$ cat src/rtl/rr_channel_mux.sv
// N-channel to one mux with fixed or round-robin grant and a one-entry output register.
// Optional: define RR_CHANNEL_MUX_XFER_CNT_EN to add the saturating xfer_cnt output.
module rr_channel_mux #(
  parameter int WIDTH = 4,
  parameter int N     = 4,
  localparam int SELW = (N > 1) ? $clog2(N) : 1
) (
  input  logic                 clk,
  input  logic                 rst_n,
  input  logic [N*WIDTH-1:0]   in_data,
  input  logic [N-1:0]         in_valid,
  output logic [N-1:0]         in_ready,
  input  logic                 mode,
  input  logic [SELW-1:0]      sel,
  output logic [WIDTH-1:0]     out_data,
  output logic                 out_valid,
  input  logic                 out_ready,
  output logic [SELW-1:0]      out_sel
`ifdef RR_CHANNEL_MUX_XFER_CNT_EN
  ,
  output logic [15:0]          xfer_cnt
`endif
);

  localparam logic EMPTY = 1'b0;
  localparam logic FULL  = 1'b1;

  logic            state;
  logic [SELW-1:0] ptr;
  logic [SELW-1:0] gnt;
  logic            gnt_vld;
  logic            can_load;
  logic            xfer;
  logic            pop;
  int              idx;

  assign can_load  = (state == EMPTY) || out_ready;
  assign out_valid = (state == FULL);
  assign pop       = out_valid && out_ready;
  assign xfer      = rst_n && gnt_vld && can_load;

  // Descending scan so the channel closest to ptr wins.
  always_comb begin
    gnt     = '0;
    gnt_vld = 1'b0;
    idx     = 0;
    if (mode) begin
      for (int k = N - 1; k >= 0; k--) begin
        idx = (int'(ptr) + k) % N;
        if (in_valid[idx]) begin
          gnt_vld = 1'b1;
          gnt     = SELW'(idx);
        end
      end
    end else if (int'(sel) < N) begin
      gnt     = sel;
      gnt_vld = in_valid[sel];
    end
  end

  always_comb begin
    in_ready = '0;
    if (xfer)
      in_ready[gnt] = 1'b1;
  end

  always_ff @(posedge clk or negedge rst_n) begin
    if (!rst_n) begin
      state    <= EMPTY;
      out_data <= '0;
      out_sel  <= '0;
      ptr      <= '0;
    end else begin
      if (xfer) begin
        state    <= FULL;
        out_data <= in_data[gnt*WIDTH +: WIDTH];
        out_sel  <= gnt;
        if (mode)
          ptr <= (int'(gnt) == N - 1) ? '0 : gnt + 1'b1;
      end else if (pop) begin
        state <= EMPTY;
      end
    end
  end

`ifdef RR_CHANNEL_MUX_XFER_CNT_EN
  always_ff @(posedge clk or negedge rst_n) begin
    if (!rst_n)
      xfer_cnt <= '0;
    else if (pop && xfer_cnt != 16'hFFFF)
      xfer_cnt <= xfer_cnt + 16'd1;
  end
`endif

endmodule

$ cat config.mk
export PLATFORM = sky130hd
export DESIGN_NAME = rr_channel_mux
export DESIGN_NICKNAME = d
export VERILOG_FILES = /design/src/rtl/rr_channel_mux.sv
export SDC_FILE = /design/constraint.sdc
export NUM_CORES = 1
export LEC_CHECK = 0
export BUFFER_PORTS_ARGS = -buffer_cell sky130_fd_sc_hd__buf_2
export CAP_MARGIN = 20
export CORE_MARGIN = 2
export CORE_UTILIZATION = 36
export DETAILED_ROUTE_END_ITERATION = 12
export PLACE_DENSITY = 0.66
export SLEW_MARGIN = 30
export SYNTH_ARGS = -nofsm -noshare
export SYNTH_HDL_FRONTEND = slang
export SYNTH_SLANG_ARGS = --single-unit
$ cat constraint.sdc
create_clock -name clk -period 2.81 [get_ports clk]
set_clock_uncertainty 0.2 [all_clocks]
set_input_delay 0 -clock clk [delete_from_list [all_inputs] [get_ports clk]]
set_output_delay 0 -clock clk [all_outputs]
set_load 0.005 [all_outputs]
# --- Word level (Yosys, flattened, before mapping) ---
# Index checks and enable logic that the tools add are counted.
op_classes:
  n_div: 0
  muxes: 29
  n_bitwise: 4
  n_addsub: 4
  n_reduce_logical: 10
  n_mul: 0
  n_lt_le_gt_ge: 7
  eq_ne: 1
  shifts: 1
op_table:
  columns: ["op", "n"]
  rows:
  - ["1-bit 2-to-1 mux", 16]
  - ["16-bit by 5-bit indexed part select with 4-bit output", 1]
  - ["3-bit by 4-bit < comparator with 1-bit output (second input constant)", 3]
  - ["2-bit 2-to-1 mux", 6]
  - ["1-bit binary-select mux with 2-bit select", 5]
  - ["2-bit by 3-bit < comparator with 1-bit output (second input constant)", 3]
  - ["2-bit OR reduction", 3]
  - ["2-bit by 1-bit adder with 2-bit output (second input constant)", 2]
  - ["2-bit adder (second input constant)", 2]
  - ["1-bit logical AND", 4]
  - ["4-bit 2-to-1 mux", 1]
  - ["1-bit bitwise AND (first input constant)", 3]
  - ["1-bit demux with 2-bit select", 1]
  - ["2-bit by 1-bit == test with 1-bit output (second input constant)", 1]
  - ["2-bit by 1-bit greater-or-equal comparator with 1-bit output (second input constant)", 1]
  - ["2-bit AND reduction", 1]
  - ["2-bit nonzero test", 1]
  - ["1-bit logical OR", 1]
  - ["1-bit inverter", 1]
word_totals:
  mem_bits_rw: 0
  n_memories: 0
  output_inout_bits: 11
  elab_cells: 60
  mem_bits_ro: 0
  register_bits: 9
  inputBits: 26
  latch_bits: 0

# --- Logic depth before layout (Yosys ltp) ---
logic_depth:
  word_depth: 16
  depth_mapped: 7
  depth_no_buf: 6

# --- Worst setup path after synthesis ---
# Ideal clock, no wire load.
synth_timing:
  path_kind: "register to register"
  from: "register ptr[1]"
  to: "register ptr[1]"
  stages_incl_launch_ff: 7
  path_slack_ps: 812
  t_required_ps: 2485
  arrival_time_ps: 1673
  path_buffers: 0
  period_less_slack_ps: 1998
  setup_time_ps: 125
  path_cell_list: "dfrtp_1 > nand2b_1 > a21oi_1 > a2bb2oi_1 > nand2_1 > ha_1 > mux2_2"
synth_via:
  elab_chain_len: 12
  elab_cells_between_ends: 30
  cone_classes: "add/sub: 4; eq/ne: 1; mux: 22; reduce/logical: 3"
synth_lines:
  columns: ["element", "line", "source"]
  rows:
  - ["start, declared", "29", "logic [SELW-1:0] ptr;"]
  - ["start signal, assigned", "79", "ptr <= (int'(gnt) == N - 1) ? '0 : gnt + 1'b1;"]
  - ["parallel branches: the longest is 12 deep, another holds 2-bit adder", null, null]
# Parallel ways; which one is timed is not known. The select of a mux whose other input is x is not followed.
# A chain may end at the register's enable or synchronous reset.

# --- Worst setup path after layout ---
layout_timing:
  from: "register ptr[0]"
  to: "register out_data[0]"
layout_via:
  elab_chain_len: 11
  elab_cells_between_ends: 27
  cone_classes: "add/sub: 3; shift: 1; mux: 21; reduce/logical: 2"
layout_lines:
  columns: ["element", "line", "source"]
  rows:
  - ["parallel branches: the longest is 11 deep, another holds 2-bit adder", null, null]
  - ["end signal, assigned", "76", "out_data <= in_data[gnt*WIDTH +: WIDTH];"]
  - ["end, declared", "15", "output logic [WIDTH-1:0] out_data,"]
# Parallel ways; which one is timed is not known. The select of a mux whose other input is x is not followed.

==> run_results.csv <==
group,metric,value,unit
routing,first_pass_iters,8,
yosys,ys_seq_elements,9,
global_route,grt_pass1_vias,869,
yosys,synth_seq_area_share,0.295,
routing,wl,2.34,mm
timing,whs,0.0231,ns
yosys,synth_edf_count,0,
yosys,synthArstFlopShare,1.00,
yosys,yosysTopAreaCellShare,0.295,
yosys,syn_area_per_cell,9.32,um2
floorplan,die-area,0.00251,mm2
power_and_ir_drop,pwr-share-seq,0.347,
power_and_ir_drop,p_switching,249,uW
timing,rsz0062_at_grt,"no",
critical_path,crit_type,"reg2reg",
critical_path,critPathArrivalTime,2.57,ns
hold_path,hp-start,"in_valid[1]",
clock_network,h-tree-depth,1,
hold_path,hold_path_class,"in2reg",
final_layout,n_antenna_cell,0,
timing,fin_crit,2.64,ns
global_route,grt_antenna_before_repair,0,
clock_network,cts_buffers,3,
placed_design,dp_cells,142,
final_layout,post-route-cell-area,0.00116,mm2
power_and_ir_drop,swShare,0.383,
yosys,ys.flop_type,"dfrtp_1",
power_and_ir_drop,power_density,561,mW/mm2
critical_path,critPathRequiredTime,2.74,ns
timing,drv_slew,0,
final_layout,syn2layout_area_growth,51.9,%
clock_network,cts_tree,"done",
timing,relSlewSlack,0.714,
critical_path,end_kind,"register",
final_layout,drive_gt1_frac,0.362,
floorplan,initial_core_util,0.386,
routing,routedWlPerCell,14.2,um
power_and_ir_drop,power_frac_comb,0.495,
clock_network,clock-sinks,9,
critical_path,rrSetupSlack,0.17,ns
routing,vias,846,
critical_path,crit_path_max_fanout,9,
power_and_ir_drop,internal-power,402,uW
critical_path,start_kind,"register",
power_and_ir_drop,clockPowerShare,0.157,
yosys,synth_nets,109,
floorplan,die_x,50.1,um
final_layout,finalNonFillerCells,165,
power_and_ir_drop,leakagePower,0.578,nW
clock_network,clkTransAtPathRegs,0.06,ns
yosys,yosys.cell_types.count,35,
power_and_ir_drop,peakVddDrop,0.435,mV
placed_design,dpl_cell_area,943,um2
timing,fin_crit_sh,0.941,
routing,via_per_inst,5.13,
run_status,status,"finished clean",
clock_network,clock_latency,0.26,ns
yosys,yosys_warnings,0,
timing,max_freq,378,MHz
floorplan,chipHeight,50.1,um
timing,worst_slew_pin_slew,0.427,ns
clock_network,cts-root-buf,"clkbuf_4",
timing,setup_tns,0,ns
routing,drt_iter0_drc,14,
timing,setup_violations,0,
floorplan,coreArea,0.00198,mm2
global_route,grt-ovfl-total,0,
hold_path,min_path_cells,4,
critical_path,r2r_cells,7,
floorplan,num_io_pins,37,
final_layout,fin_nets,166,
hold_path,whs_endpoint,"ptr[0]$_DFFE_PN0P_",
clock_network,clockBufferDepth,2,
placed_design,routabilityCongestion,0.840,
floorplan,rows,16,
global_route,grt_max_degree,10,
critical_path,reg2reg_from,"ptr[0]$_DFFE_PN0P_",
placed_design,numPortBuffers,36,
timing,report.final.hold_viol_count,0,
routing,drc,0,
global_route,grt_usage,0.206,
critical_path,reg2reg_to,"out_data[0]$_DFFE_PN0P_",
yosys,synth_area,764,um2
run,cap_violations,0,
global_route,grt_pass1_wl,3.92,mm
yosys,synth_area_leaders,"dfrtp_1 29%, mux2i_1 10%, nand2_1 4.9%",
routing,antenna_left,0,
placed_design,dpl.hpwl,1.51,mm
yosys,synth_top_area_cell,"dfrtp_1",
yosys,synthCells,82,
-- how the worst max path moves through the flow --
stage,startpoint,to,slack [ns],cells past startpoint
floorplan,ptr[1]$_DFFE_PN0P_,ptr[1]$_DFFE_PN0P_,0.81,6
global placement,ptr[1]$_DFFE_PN0P_,ptr[1]$_DFFE_PN0P_,0.72,6
detailed placement,ptr[1]$_DFFE_PN0P_,ptr[1]$_DFFE_PN0P_,0.63,6
CTS,ptr[0]$_DFFE_PN0P_,out_data[3]$_DFFE_PN0P_,0.17,7
global route,ptr[0]$_DFFE_PN0P_,out_data[0]$_DFFE_PN0P_,0.03,7
finish,ptr[0]$_DFFE_PN0P_,out_data[0]$_DFFE_PN0P_,0.17,7
-- layer usage --
| metal | GRT usage | vias to the layer above | share of wire |
|---|---|---|---|
| met1 | 0.256 | 391 | 0.42 |
| met2 | 0.344 | 28 | 0.50 |
| met4 | 0.106 | 0 | 0.037 |
| met5 | 0 | - | 0 |
| met3 | 0.0242 | 10 | 0.045 |
| li1 | - | 417 | - |
-- per-stage QoR --
stage               power [mW]   util  setup slack, ns
floorplan                0.422      -            0.812
global placement         0.489  0.476            0.720
detailed placement       0.497  0.476            0.634
CTS                      0.637  0.585            0.169
global route             0.701  0.586           0.0258
finish                   0.651  0.586            0.165
-- synthesized netlist by cell type (2+ instances only) --
library cell	number
nand3_1	3
o21ai_0	2
o221ai_1	4
mux2i_1	8
buf_6	2
a211oi_1	2
inv_1	4
nand2_1	10
nand2b_1	5
a21oi_1	4
nor2_1	5
dfrtp_1	9
nand3b_1	2
-- critical path, stage by stage (launching register included) --
cell and delay, ns:
dfrtp_2 0.46, inv_2 0.05, a21o_1 0.18, a311oi_4 0.40, buf_4 0.27, mux2i_1 0.23, dlygate4sd3_1 0.61, o221ai_1 0.12
-- power by group through the flow --
stage	Combinational [mW]	Sequential (mW)	Clock (mW)
floorplan	0.213	0.209	0
global placement	0.267	0.222	0
detailed placement	0.272	0.225	0
CTS	0.312	0.223	0.102
global route	0.354	0.235	0.112
finish	0.323	0.226	0.102
-- sequential cells by signal (all words and copies together) (netlist names) --
signal and cells:
out_data 4, out_sel 2, out_valid 1, ptr 2
-- cell usage in the layout (no fill, tap or decap), types with 3 or more instances in the layout --
cell type	count
buf_2	36
dlygate4sd3_1	19
nand2_1	10
mux2i_1	8
dfrtp_1	8
nand2b_1	5
nor2_1	5
inv_1	4
a21oi_1	4
o221ai_1	4
nand3_1	3
clkbuf_4	3
-- cells by family (layout without fill, tap and decap cells) --
logic type | after synthesis | after routing | share of synthesized area
compound gates | 22 | 22 | 0.244
buf+inv | 9 | 65 | 0.0802
simple gates | 31 | 31 | 0.216
flops | 9 | 9 | 0.295
mux | 10 | 10 | 0.149
fa+ha+maj | 1 | 1 | 0.0164
-- what timing repair did --
| action | in CTS | in global routing |
|---|---|---|
| hold buffers | 19 | 0 |
| setup endpoints to repair | 0 | 3 |
| buffers inserted | 0 | 0 |
| endpoints found under the hold margin | 14 | 0 |
| resized for setup | 0 | 1 |
-- final cells by class --
cell class	instances	area, um2
inverters	5	18.8
flip-flops and latches	9	226
repair buffers	56	378
fillers	177	821
clock buffers	4	26.3
well taps	27	33.8
multi-input cells	64	478
Note: power is estimated with default switching activity, not from simulation.
